File: config.mk
export PLATFORM = sky130hd
export DESIGN_NAME = fetch_npc_unit
export DESIGN_NICKNAME = d
export VERILOG_FILES = /design/src/rtl/fetch_npc_unit_pkg.sv /design/src/rtl/npc_calc.sv /design/src/rtl/fetch_npc_unit.sv
export SDC_FILE = /design/constraint.sdc
export NUM_CORES = 1
export LEC_CHECK = 0
export BUFFER_PORTS_ARGS = -buffer_cell sky130_fd_sc_hd__buf_2
export CELL_PAD_IN_SITES_DETAIL_PLACEMENT = 0
export CELL_PAD_IN_SITES_GLOBAL_PLACEMENT = 1
export CORE_UTILIZATION = 35
export DETAILED_ROUTE_END_ITERATION = 6
export PLACE_DENSITY_LB_ADDON = 0.1
export SETUP_SLACK_MARGIN = 0.15
export SLEW_MARGIN = 20
export SYNTH_ARGS = -nofsm -noshare
export SYNTH_HDL_FRONTEND = slang
export SYNTH_SLANG_ARGS = --single-unit
File: constraint.sdc
create_clock -name clk -period 3.63 [get_ports clk]
set_input_delay 0 -clock clk [delete_from_list [all_inputs] [get_ports clk]]
set_output_delay 0 -clock clk [all_outputs]
set_load 0.1 [all_outputs]
File: src/rtl/fetch_npc_unit_pkg.sv
// Shared pipeline constants for the fetch stage: branch-type codes,
// reset PC and legal instruction-memory window.
package fetch_npc_unit_pkg;

  typedef enum logic [2:0] {
    BR_NONE = 3'd0,
    BR_BEQ  = 3'd1,
    BR_BNE  = 3'd2,
    BR_J    = 3'd3,
    BR_JR   = 3'd4
  } br_type_e;

  localparam logic [31:0] PC_RESET = 32'h0000_3000;
  localparam logic [31:0] IM_BASE  = 32'h0000_3000;
  localparam logic [31:0] IM_TOP   = 32'h0000_6FFC;

endpackage

File: src/rtl/npc_calc.sv
// Next-PC selection for the fetch stage (purely combinational).
// In: f_pc, fd_pc, br_type, cmp_eq, d_imm16, d_index26, d_jr_target.
// Out: npc (next fetch address), d_taken (redirect this cycle).
module npc_calc
  import fetch_npc_unit_pkg::*;
(
  input  logic [31:0] f_pc,
  input  logic [31:0] fd_pc,
  input  logic [2:0]  br_type,
  input  logic        cmp_eq,
  input  logic [15:0] d_imm16,
  input  logic [25:0] d_index26,
  input  logic [31:0] d_jr_target,
  output logic [31:0] npc,
  output logic        d_taken
);

  logic [31:0] w_seq;
  logic [31:0] w_fd_pc4;
  logic [31:0] w_br_tgt;
  logic [31:0] w_j_tgt;
  logic [31:0] w_tgt;

  assign w_seq    = f_pc + 32'd4;
  assign w_fd_pc4 = fd_pc + 32'd4;
  assign w_br_tgt = w_fd_pc4 + {{14{d_imm16[15]}}, d_imm16, 2'b00};
  assign w_j_tgt  = {w_fd_pc4[31:28], d_index26, 2'b00};

  // Unknown encodings fall to the default arm and behave as NONE.
  always_comb begin
    d_taken = 1'b0;
    w_tgt   = w_br_tgt;
    case (br_type)
      BR_BEQ: d_taken = cmp_eq;
      BR_BNE: d_taken = ~cmp_eq;
      BR_J: begin
        d_taken = 1'b1;
        w_tgt   = w_j_tgt;
      end
      BR_JR: begin
        d_taken = 1'b1;
        w_tgt   = d_jr_target;
      end
      default: d_taken = 1'b0;
    endcase
  end

  assign npc = d_taken ? w_tgt : w_seq;

endmodule

File: src/rtl/fetch_npc_unit.sv
// F-stage front end: PC register, F/D pipeline register, next-PC mux.
// In: clk, reset (async, high), stall, br_type, cmp_eq, d_imm16,
//     d_index26, d_jr_target, im_rdata.
// Out: f_pc, fd_instr, fd_pc, fd_exc, d_taken.
// Optional fetch-address check enabled by macro PC_ALIGN_CHECK_EN.
module fetch_npc_unit
  import fetch_npc_unit_pkg::*;
(
  input  logic        clk,
  input  logic        reset,
  input  logic        stall,
  input  logic [2:0]  br_type,
  input  logic        cmp_eq,
  input  logic [15:0] d_imm16,
  input  logic [25:0] d_index26,
  input  logic [31:0] d_jr_target,
  input  logic [31:0] im_rdata,
  output logic [31:0] f_pc,
  output logic [31:0] fd_instr,
  output logic [31:0] fd_pc,
  output logic        fd_exc,
  output logic        d_taken
);

  logic [31:0] r_pc;
  logic [31:0] r_fd_instr;
  logic [31:0] r_fd_pc;
  logic        r_fd_exc;
  logic [31:0] w_npc;
  logic        w_bad;
  logic [31:0] w_instr;

  npc_calc u_npc_calc (
    .f_pc        (r_pc),
    .fd_pc       (r_fd_pc),
    .br_type     (br_type),
    .cmp_eq      (cmp_eq),
    .d_imm16     (d_imm16),
    .d_index26   (d_index26),
    .d_jr_target (d_jr_target),
    .npc         (w_npc),
    .d_taken     (d_taken)
  );

`ifdef PC_ALIGN_CHECK_EN
  // Faulting fetches enter D as a nop tagged with the exception flag.
  assign w_bad = (r_pc[1:0] != 2'b00) ||
                 (r_pc < IM_BASE) ||
                 (r_pc > IM_TOP);
  assign w_instr = w_bad ? 32'd0 : im_rdata;
`else
  assign w_bad   = 1'b0;
  assign w_instr = im_rdata;
`endif

  always_ff @(posedge clk or posedge reset) begin
    if (reset) begin
      r_pc       <= PC_RESET;
      r_fd_instr <= 32'd0;
      r_fd_pc    <= 32'd0;
      r_fd_exc   <= 1'b0;
    end else if (!stall) begin
      r_pc       <= w_npc;
      r_fd_instr <= w_instr;
      r_fd_pc    <= r_pc;
      r_fd_exc   <= w_bad;
    end
  end

  assign f_pc     = r_pc;
  assign fd_instr = r_fd_instr;
  assign fd_pc    = r_fd_pc;
  assign fd_exc   = r_fd_exc;

endmodule

# After elaboration in Yosys (flattened, before gate mapping)
# Index checks and enable logic that the tools add are counted.
totals:
  inputBits: 113
  wordCells: 15
  output_inout_bits: 98
  ff_bits: 96
op_classes:
  n_addsub: 3
  n_mux: 3
  eq_ne: 4
  bitwise_logic: 1
  n_reduce_logical: 1
op_table:
  columns: ["op", "n"]
  rows:
  - ["adder 32 x 3 -> 32 bit, second input constant", 2]
  - ["one-hot mux 32 bit (2 select lines)", 1]
  - ["adder 32 bit", 1]
  - ["2-to-1 mux 32 bit", 1]
  - ["== test 3 x 2 -> 1 bit, second input constant", 2]
  - ["== test 3 x 1 -> 1 bit, second input constant", 1]
  - ["== test 3 bit, second input constant", 1]
  - ["one-hot mux 1 bit (3 select lines)", 1]
  - ["OR reduction 2 bit", 1]
  - ["inverter 1 bit", 1]

# Depth between registers and ports, before layout
# Gate-level depths: netlist of the first run.
depth:
  ltp_word: 4
  depth_mapped: 18
  ltp_nobuf: 17

# By module
# Synthesis of the first run repeated with hierarchy kept, for this count alone.
unflattened:
  hier_cells: 728
  area_unflattened_um2: 7244.4
by_module_without_submodules:
  columns: ["module", "seq_area_each_um2", "area_each_um2", "cells_per_inst", "n_inst"]
  rows:
  - ["fetch_npc_unit", 2404.8, 3782.4, 206, 1]
  - ["npc_calc", 0.0, 3462.1, 522, 1]

# Least setup slack after synthesis of the first run
# Ideal clock, no wire load.
synth_timing:
  path_kind: "flip-flop to flip-flop"
  from: "reg r_fd_pc[4] (netlist: fd_pc[4])"
  to: "reg r_pc[31] (netlist: f_pc[31])"
  path_buffers: 1
  setup_time_ps: 134
  t_arrival_ps: 4154
  path_stages_with_launch: 19
  synth_period_minus_slack_ps: 4288
  setup_slack_ps: -658
  required_time_ps: 3496
  cell_sequence: "dfrtp_1 -> and4_1 -> and3_1 -> and3_1 -> nand3_1 -> nor2_1 -> nand3_1 -> xnor2_1 -> ha_1 -> clkbuf_1 -> a21o_1 -> a21oi_1 -> and3_1 -> a21oi_1 -> o21ai_2 -> o2111ai_2 -> xor2_1 -> mux2i_1 -> o31ai_2"
synth_between:
  elab_chain_cells: 4
synth_rtl:
  columns: ["element", "line_no", "source"]
  rows:
  - ["from (decl)", "fetch_npc_unit.sv:27", "logic [31:0] r_fd_pc;"]
  - ["from (signal assigned)", "fetch_npc_unit.sv:65", "r_fd_pc <= r_pc;"]
  - ["adder 32 x 3 -> 32 bit *", "npc_calc.sv:25", "assign w_fd_pc4 = fd_pc + 32'd4;"]
  - ["adder 32 bit", "npc_calc.sv:26", "assign w_br_tgt = w_fd_pc4 + {{14{d_imm16[15]}}, d_imm16, 2'b00};"]
  - ["one-hot mux 32 bit (2 select lines) *", "npc_calc.sv:33", "case (br_type)"]
  - ["2-to-1 mux 32 bit *", "npc_calc.sv:48", "assign npc = d_taken ? w_tgt : w_seq;"]
  - ["to (signal assigned)", "fetch_npc_unit.sv:63", "r_pc <= w_npc;"]
  - ["to (decl)", "fetch_npc_unit.sv:25", "logic [31:0] r_pc;"]
# Every way passes the cells marked *; elsewhere a longest branch is shown, timed or not.
# A chain may end at the register's enable or synchronous reset.

# Worst setup path in the final report of the first run
# Same ends and word-level chain as after synthesis.

==> metrics.csv, run 1 <==
stage,metric,value,unit
outcome,status,"finished, final reports clean",
synthesis,number of flops mapped to enable cells by yosys,0,
synthesis,Mean Syn Cell Area,9.31,um^2
clock_network,maximum clock path buffer count,2,
floorplanning,I/O pin count,211,
setup_path,critical path's most frequent cell,and3_4,
synthesis,largest family of logic cells by synthesized area,compound AO/OA/AOI/OAI gates,
setup_path,CP endpoint kind,flip-flop,
synthesis,synthesized flop and latch total,96,
pwr,Power Total,9480,uW
layout,area delta synth->final,37.5,%
synthesis,post-synth top area share,0.346,
routing,Antenna Nets Post-Route,0,
clock_network,clk sink count,96,
place,Area after DPL,8290,um^2
pwr,Internal,3840,uW
pwr,Net Sw Frac,0.595,
setup_path,slowest CP cell,dfrtp_2,
synthesis,Synth Area in Compound Gates,0.220,
floorplanning,area of the core,18900,um^2
synthesis,Syn Std Cell Area,6800,um^2
routing,DRT Wirelength,24.8,mm
synthesis,async set-reset flop share out of synthesis,1.00,
timing,Final Slew Violations,0,
clock_network,cts bufs inserted,9,
global_routing,grt ovf,0,
floorplanning,die width,141,um
routing,vias per std cell,5.44,
synthesis,yosys warns,0,
timing,Rel. slew slack,0.355,
setup_path,CP peak stage delay,0.37,ns
timing,final hold violation count,0,
timing,Tightest Pin Transition,0.966,ns
synthesis,Yosys top cell by area,dfrtp_1,
synthesis,sequential-to-total area share from yosys stat,0.354,
pwr,Net Sw Power,5650,uW
global_routing,first-pass GRT wire length,38.5,mm
synthesis,Synth Area in Adders,0.0692,
routing,DR WL/cell,19.6,um
synthesis,"Top FF cell, synth",dfrtp_1,
floorplanning,initial core utilization,0.360,
setup_path,Worst Path Arrival,3.73,ns
routing,vias,6870,
clock_network,TritonCTS clock tree,built,
setup_path,Crit Path Max Fanout,5,
global_routing,number of global-route vias before repair,6931,
timing,Final Setup Violations,0,
timing,period utilization,0.965,
pwr,Leak,0.00409,uW
place,RD Place Congestion,0.863,
place,port bufs,209,
layout,share of cells above drive strength 1,0.387,
synthesis,Synth Instances,730,
timing,RSZ-0062 raised after global routing,yes,
synthesis,"Distinct cells, synth",63,
clock_network,worst skew pair latency,0.35,ns
pwr,Power per Cell Area,1010,nW/um^2
timing,final worst path period need,3.50,ns
setup_path,family with the most delay on the worst path,simple AND/OR/NAND/NOR gates,
synthesis,post-synthesis mux area share,0.109,
floorplanning,die footprint,20000,um^2
clock_network,Clock Pin Slew Worst Setup and Hold Paths,0.08,ns
layout,fin area,9350,um^2
min_path,Hold Crit Class,primary input to flip-flop,
routing,initial drt markers,422,
pwr,Reg power frac,0.210,
synthesis,Mapped Nets,880,
timing,Peak Freq,285,MHz
place,hpwl dp,17.8,mm
synthesis,post-synthesis simple-gate area fraction,0.151,
setup_path,critical path required time,3.86,ns
pwr,clock group share of total power,0.108,
clock_network,CTS root buf,clkbuf_16,
setup_path,WS Path Type,flip-flop to flip-flop,
timing,skew final,0.00929,ns
floorplanning,row cnt,50,
flow_run,max-cap viol count,0,
setup_path,Startpoint Class,flip-flop,
pwr,Logic pwr share,0.681,
global_routing,antenna violations before repair,3,
global_routing,Global Route Usage Sum,0.251,
routing,Pre-antenna DRT Iters,5,
floorplanning,die height,141,um
synthesis,synth top area cells,"dfrtp_1, mux2_2, ha_1, a21oi_1, xnor2_1",
layout,Final #Nets,1147,
synthesis,Synth Area in XOR/XNOR,0.0685,
setup_path,crit path cell chain,and4_4 -> and3_4 -> and3_4 -> nand3_4 -> nor2_4 -> nand4_1 -> xnor2_1 -> ha_1 -> a21oi_2 -> nand3_1 -> o21ai_4 -> o2111ai_2 -> xor2_1 -> mux2i_1 -> o31ai_2,
routing,DRC Markers,0,
setup_path,Crit path buffers/inverters,0,
global_routing,largest net degree at the start of global routing,71,
clock_network,H-tree levels,3,
pwr,Peak VDD IR,579,uV
[Yosys cell counts, drive strengths merged (6+ instances only)]
master,n
nor3,8
inv,10
dfrtp,94
xnor2,39
a221oi,18
ha,36
nor2,51
nand2,44
mux2,63
a21o,18
xor2,12
a21oi,73
a31oi,12
and3,19
clkbuf,33
a211oi,8
buf,8
o21ai,36
and4,6
o22a,10
nand3,36
a221o,9
nand4,18
[through the flow]
step                setup TNS, ns  cells  hold slack (ns)  setup WS [ns]  utilization
floorplan                  -0.127    730            0.151        -0.0993            -
global placement                0   1180          -0.0229          0.152        0.439
detailed placement              0   1180          -0.0185         0.0644        0.439
CTS                             0   1255           0.0166          0.127        0.486
global route               -0.222   1262           0.0511         -0.102        0.494
finish                          0   1264           0.0282          0.126        0.495
[flip-flops by register name, indices dropped and copies added, names as in the netlist]
register	cells
fd_instr	32
fd_pc	32
f_pc	32
[cell usage in the layout, fill, tap and decap left out, drive strengths merged, types with 10 or more instances in the layout]
cell,instances
buf,244
dfrtp,94
a21oi,73
mux2,63
dlygate4sd3,53
nor2,51
nand2,44
xnor2,39
nand3,36
ha,36
o21ai,36
and3,19
nand4,18
a21o,18
a221oi,18
xor2,12
a31oi,12
inv,12
o22a,10
[layout make-up]
class / count / area [um^2]
fillers: 1850 / 9550
multi-input cells: 583 / 4400
flip-flops and latches: 96 / 2420
repair buffers: 297 / 1850
well taps: 260 / 325
clock buffers: 9 / 225
clock inverters: 7 / 86.3
inverters: 10 / 38.8
diodes: 2 / 5.00
[power groups by stage]
stage                     registers (uW)  logic [uW]  clock network (uW)
after floorplan                     4570        2300                   0
after global placement              2000        6110                   0
after detailed placement            2020        6120                   0
after CTS                           1990        6260                1060
after global routing                2060        6840                1100
final                               1990        6460                1030
[layer usage]
metal | wire length (um) | track usage | up-vias
met3 | 1200 | 0.0432 | 17
met5 | 30 | 0 | -
met4 | 208 | 0.0651 | 4
met2 | 12000 | 0.428 | 222
li1 | - | - | 3277
met1 | 11300 | 0.330 | 3350
[worst paths after layout]
kind                            slack (ns)  depth (start not counted)       startpoint      endpoint
worst max-delay path                  0.13                         15         fd_pc[4]      f_pc[31]
worst min-delay path                  0.03                          3  d_jr_target[28]      f_pc[28]
worst max register to register        0.13                         15         fd_pc[4]      f_pc[31]
worst min register to register        0.50                          1     fd_instr[17]  fd_instr[17]
max in group asynchronous             2.50                          4            reset     fd_pc[31]
min in group asynchronous             0.16                          3            reset  fd_instr[23]
[cell families after synthesis]
family,count (synthesis)
mux,66
buf+inv,51
flops,96
fa+ha+maj,37
other cells,1
simple gates,206
xor+xnor,51
compound gates,222
[tightest hold or removal path: stages]
cell	delay, ns
buf_2	0.09
a221oi_1	0.07
a31oi_1	0.17
[repair_timing]
action	4_1_cts	5_1_grt
setup endpoints to repair	3	12
gates resized for setup	2	24
buffers inserted	6	7
hold endpoints to repair	62	0
pin swaps	5	21
hold buffers	53	0
No activity file was read; power rests on OpenSTA's default activity.
==> run 2, diff against run 1 <==
Settings changed: CELL_PAD_IN_SITES_DETAIL_PLACEMENT 0 to 2, CELL_PAD_IN_SITES_GLOBAL_PLACEMENT 1 to 2, CORE_UTILIZATION 35 to 31.
Clock period 3.63 ns to 3.5 ns, I/O delays scaled along.
==> run 2 against run 1 <==
Compared with the run above:
- utilization fell by 4.0 points
- global-route usage rose by 2.2 points
- count of clock-buffer cells in the layout did not move
- hold slack got worse by 0.0092 ns
- sequential share of layout area fell by 0.92 points
- critical path type unchanged
- worst setup slack got worse by 0.26 ns
- the flow now finishes with violations (negative setup slack)
- combinational power rose by 13%
- sequential cell count did not move
- design area rose by 3.7%
- non-clock buffer count rose by 29
- die area rose by 13%
==> metrics.csv, run 2 (synthesized netlist as in run 1, its figures left out) <==
stage,metric,value,unit
timing,final worst path period need,3.63,ns
global_routing,number of global-route vias before repair,8063,
floorplanning,I/O pin count,211,
layout,"commonest non-fill, non-tap cell in the layout",buf_2,
timing,Peak Freq,276,MHz
routing,Antenna Nets Post-Route,0,
global_routing,Global Route Usage Sum,0.274,
clock_network,H-tree levels,3,
clock_network,TritonCTS clock tree,built,
clock_network,cts bufs inserted,9,
setup_path,slowest CP cell,dfrtp_2,
setup_path,critical path required time,3.80,ns
timing,RSZ-0062 raised after global routing,yes,
routing,DRT Wirelength,31.3,mm
flow_run,max-cap viol count,0,
setup_path,family with the most delay on the worst path,compound AO/OA/AOI/OAI gates,
layout,most frequent cells in the layout,"buf_2, dfrtp_1, mux2_2",
setup_path,CP peak stage delay,0.36,ns
layout,Ant. Diodes,0,
pwr,Power per Cell Area,1080,nW/um^2
place,RD Place Congestion,0.875,
clock_network,clk sink count,96,
layout,Util after Layout,0.455,
pwr,Logic pwr share,0.693,
routing,Pre-antenna DRT Iters,4,
clock_network,maximum clock path buffer count,2,
setup_path,Worst Path Arrival,3.93,ns
place,port bufs,209,
pwr,clock group share of total power,0.106,
routing,initial drt markers,277,
routing,DR WL/cell,24.0,um
floorplanning,row cnt,53,
setup_path,WS Path Type,flip-flop to flip-flop,
place,hpwl dp,21.3,mm
outcome,status,finished with violations,
global_routing,grt ovf,0,
timing,skew final,0.0116,ns
pwr,Net Sw Frac,0.605,
floorplanning,die height,150,um
timing,period utilization,1.04,
routing,vias per std cell,5.59,
pwr,Leak,0.00426,uW
place,Inst Count DP,1210,
floorplanning,initial core utilization,0.319,
pwr,Net Sw Power,6340,uW
clock_network,worst skew pair latency,0.37,ns
timing,Final Slew Violations,0,
clock_network,Clock Pin Slew Worst Setup and Hold Paths,0.09,ns
timing,Rel. slew slack,0.447,
routing,vias,7304,
pwr,Reg power frac,0.201,
setup_path,CP endpoint kind,flip-flop,
layout,Final #Nets,1176,
outcome,failing checks,negative setup slack,
timing,Final Setup Violations,7,
setup_path,Crit Path Max Fanout,5,
timing,PnR worst setup slack,-0.129,ns
layout,post-route insts no fill,1306,
routing,DRC Markers,0,
pwr,Internal,4140,uW
setup_path,flop-to-flop setup slack,-0.13,ns
global_routing,first-pass GRT wire length,46.7,mm
min_path,Hold Crit Class,primary input to flip-flop,
setup_path,crit path cell chain,and4_4 -> and3_4 -> and3_4 -> nand4_1 -> xnor2_2 -> ha_1 -> a21o_1 -> a211oi_2 -> o21bai_1 -> a21oi_2 -> o31ai_4 -> buf_4 -> a31o_1 -> a221oi_2 -> xnor2_1 -> nand2_1 -> a21oi_2,
layout,share of cells above drive strength 1,0.420,
timing,Tightest Pin Transition,0.829,ns
floorplanning,die footprint,22500,um^2
floorplanning,area of the core,21300,um^2
timing,final hold violation count,0,
clock_network,CTS root buf,clkbuf_16,
floorplanning,die width,150,um
global_routing,largest net degree at the start of global routing,62,
place,dpl ws,-0.0671,ns
global_routing,antenna violations before repair,0,
setup_path,Startpoint Class,flip-flop,
layout,area delta synth->final,42.5,%
setup_path,Crit path buffers/inverters,1,
pwr,Peak VDD IR,488,uV
==> run 2: worst reg2reg max path, delay by kind of cell (launching register included) <==
kind                       cells  cell delay, ns
AOI/OAI and AO/OA              8            1.45
and+or+nand+nor                5            0.95
adders and majority gates      1            0.32
buffers and inverters          1            0.16
xor gates and xnor gates       2            0.32
DFF                            1            0.36
==> run 2: cell type report <==
| cell class | instances | area, um^2 |
|---|---|---|
| clock buffer | 9 | 225 |
| timing repair buffer | 326 | 2080 |
| sequential | 96 | 2420 |
| inverter | 10 | 38.8 |
| multi-input combinational | 583 | 4490 |
| clock inverter | 7 | 88.8 |
| tap | 275 | 344 |
| fill | 2308 | 11600 |
==> run 2: layer usage <==
layer / global-route usage / vias to the layer above / routed length, um
li1: - / 3328 / -
met1: 0.341 / 3723 / 13100
met2: 0.485 / 211 / 16100
met3: 0.0424 / 42 / 1370
met4: 0.0803 / 0 / 709
met5: 0 / - / 0
==> run 2: repair_timing <==
action                                 4_1_cts  5_1_grt
pin swaps                                   23       37
setup buffers                               14       13
gates resized for setup                     17       34
hold buffers                                53        0
endpoints found under the hold margin       56        0
setup endpoints to repair                   10       15
==> run 2: power by group through the flow <==
stage,Clock (uW),Combinational [uW],Sequential (uW)
global route,1160,7640,2160
floorplan,0,2400,4740
detailed placement,0,6620,2100
global placement,0,6490,2060
CTS,1120,6910,2090
finish,1110,7270,2110
==> run 2: metrics by stage <==
| stage | TNS [ns] | total power [uW] | hold WS (ns) | instance area [um^2] |
|---|---|---|---|---|
| after global placement | 0 | 8550 | -0.0569 | 8430 |
| after CTS | 0 | 10100 | 0.0201 | 9440 |
| after detailed placement | -0.141 | 8730 | -0.0550 | 8430 |
| after floorplan | -0.524 | 7140 | 0.151 | 6920 |
| after global routing | -2.11 | 11000 | 0.0342 | 9690 |
| final | -0.505 | 10500 | 0.0191 | 9690 |
==> run 2: path summary, 6_finish.rpt <==
kind,start,endpoint,depth (start not counted)
min,stall,fd_pc[30],2
max,fd_pc[4],f_pc[25],17
min reg2reg,fd_instr[11],fd_instr[11],1
max reg2reg,fd_pc[4],f_pc[25],17
max in group asynchronous,reset,f_pc[25],4
min in group asynchronous,reset,f_pc[10],3
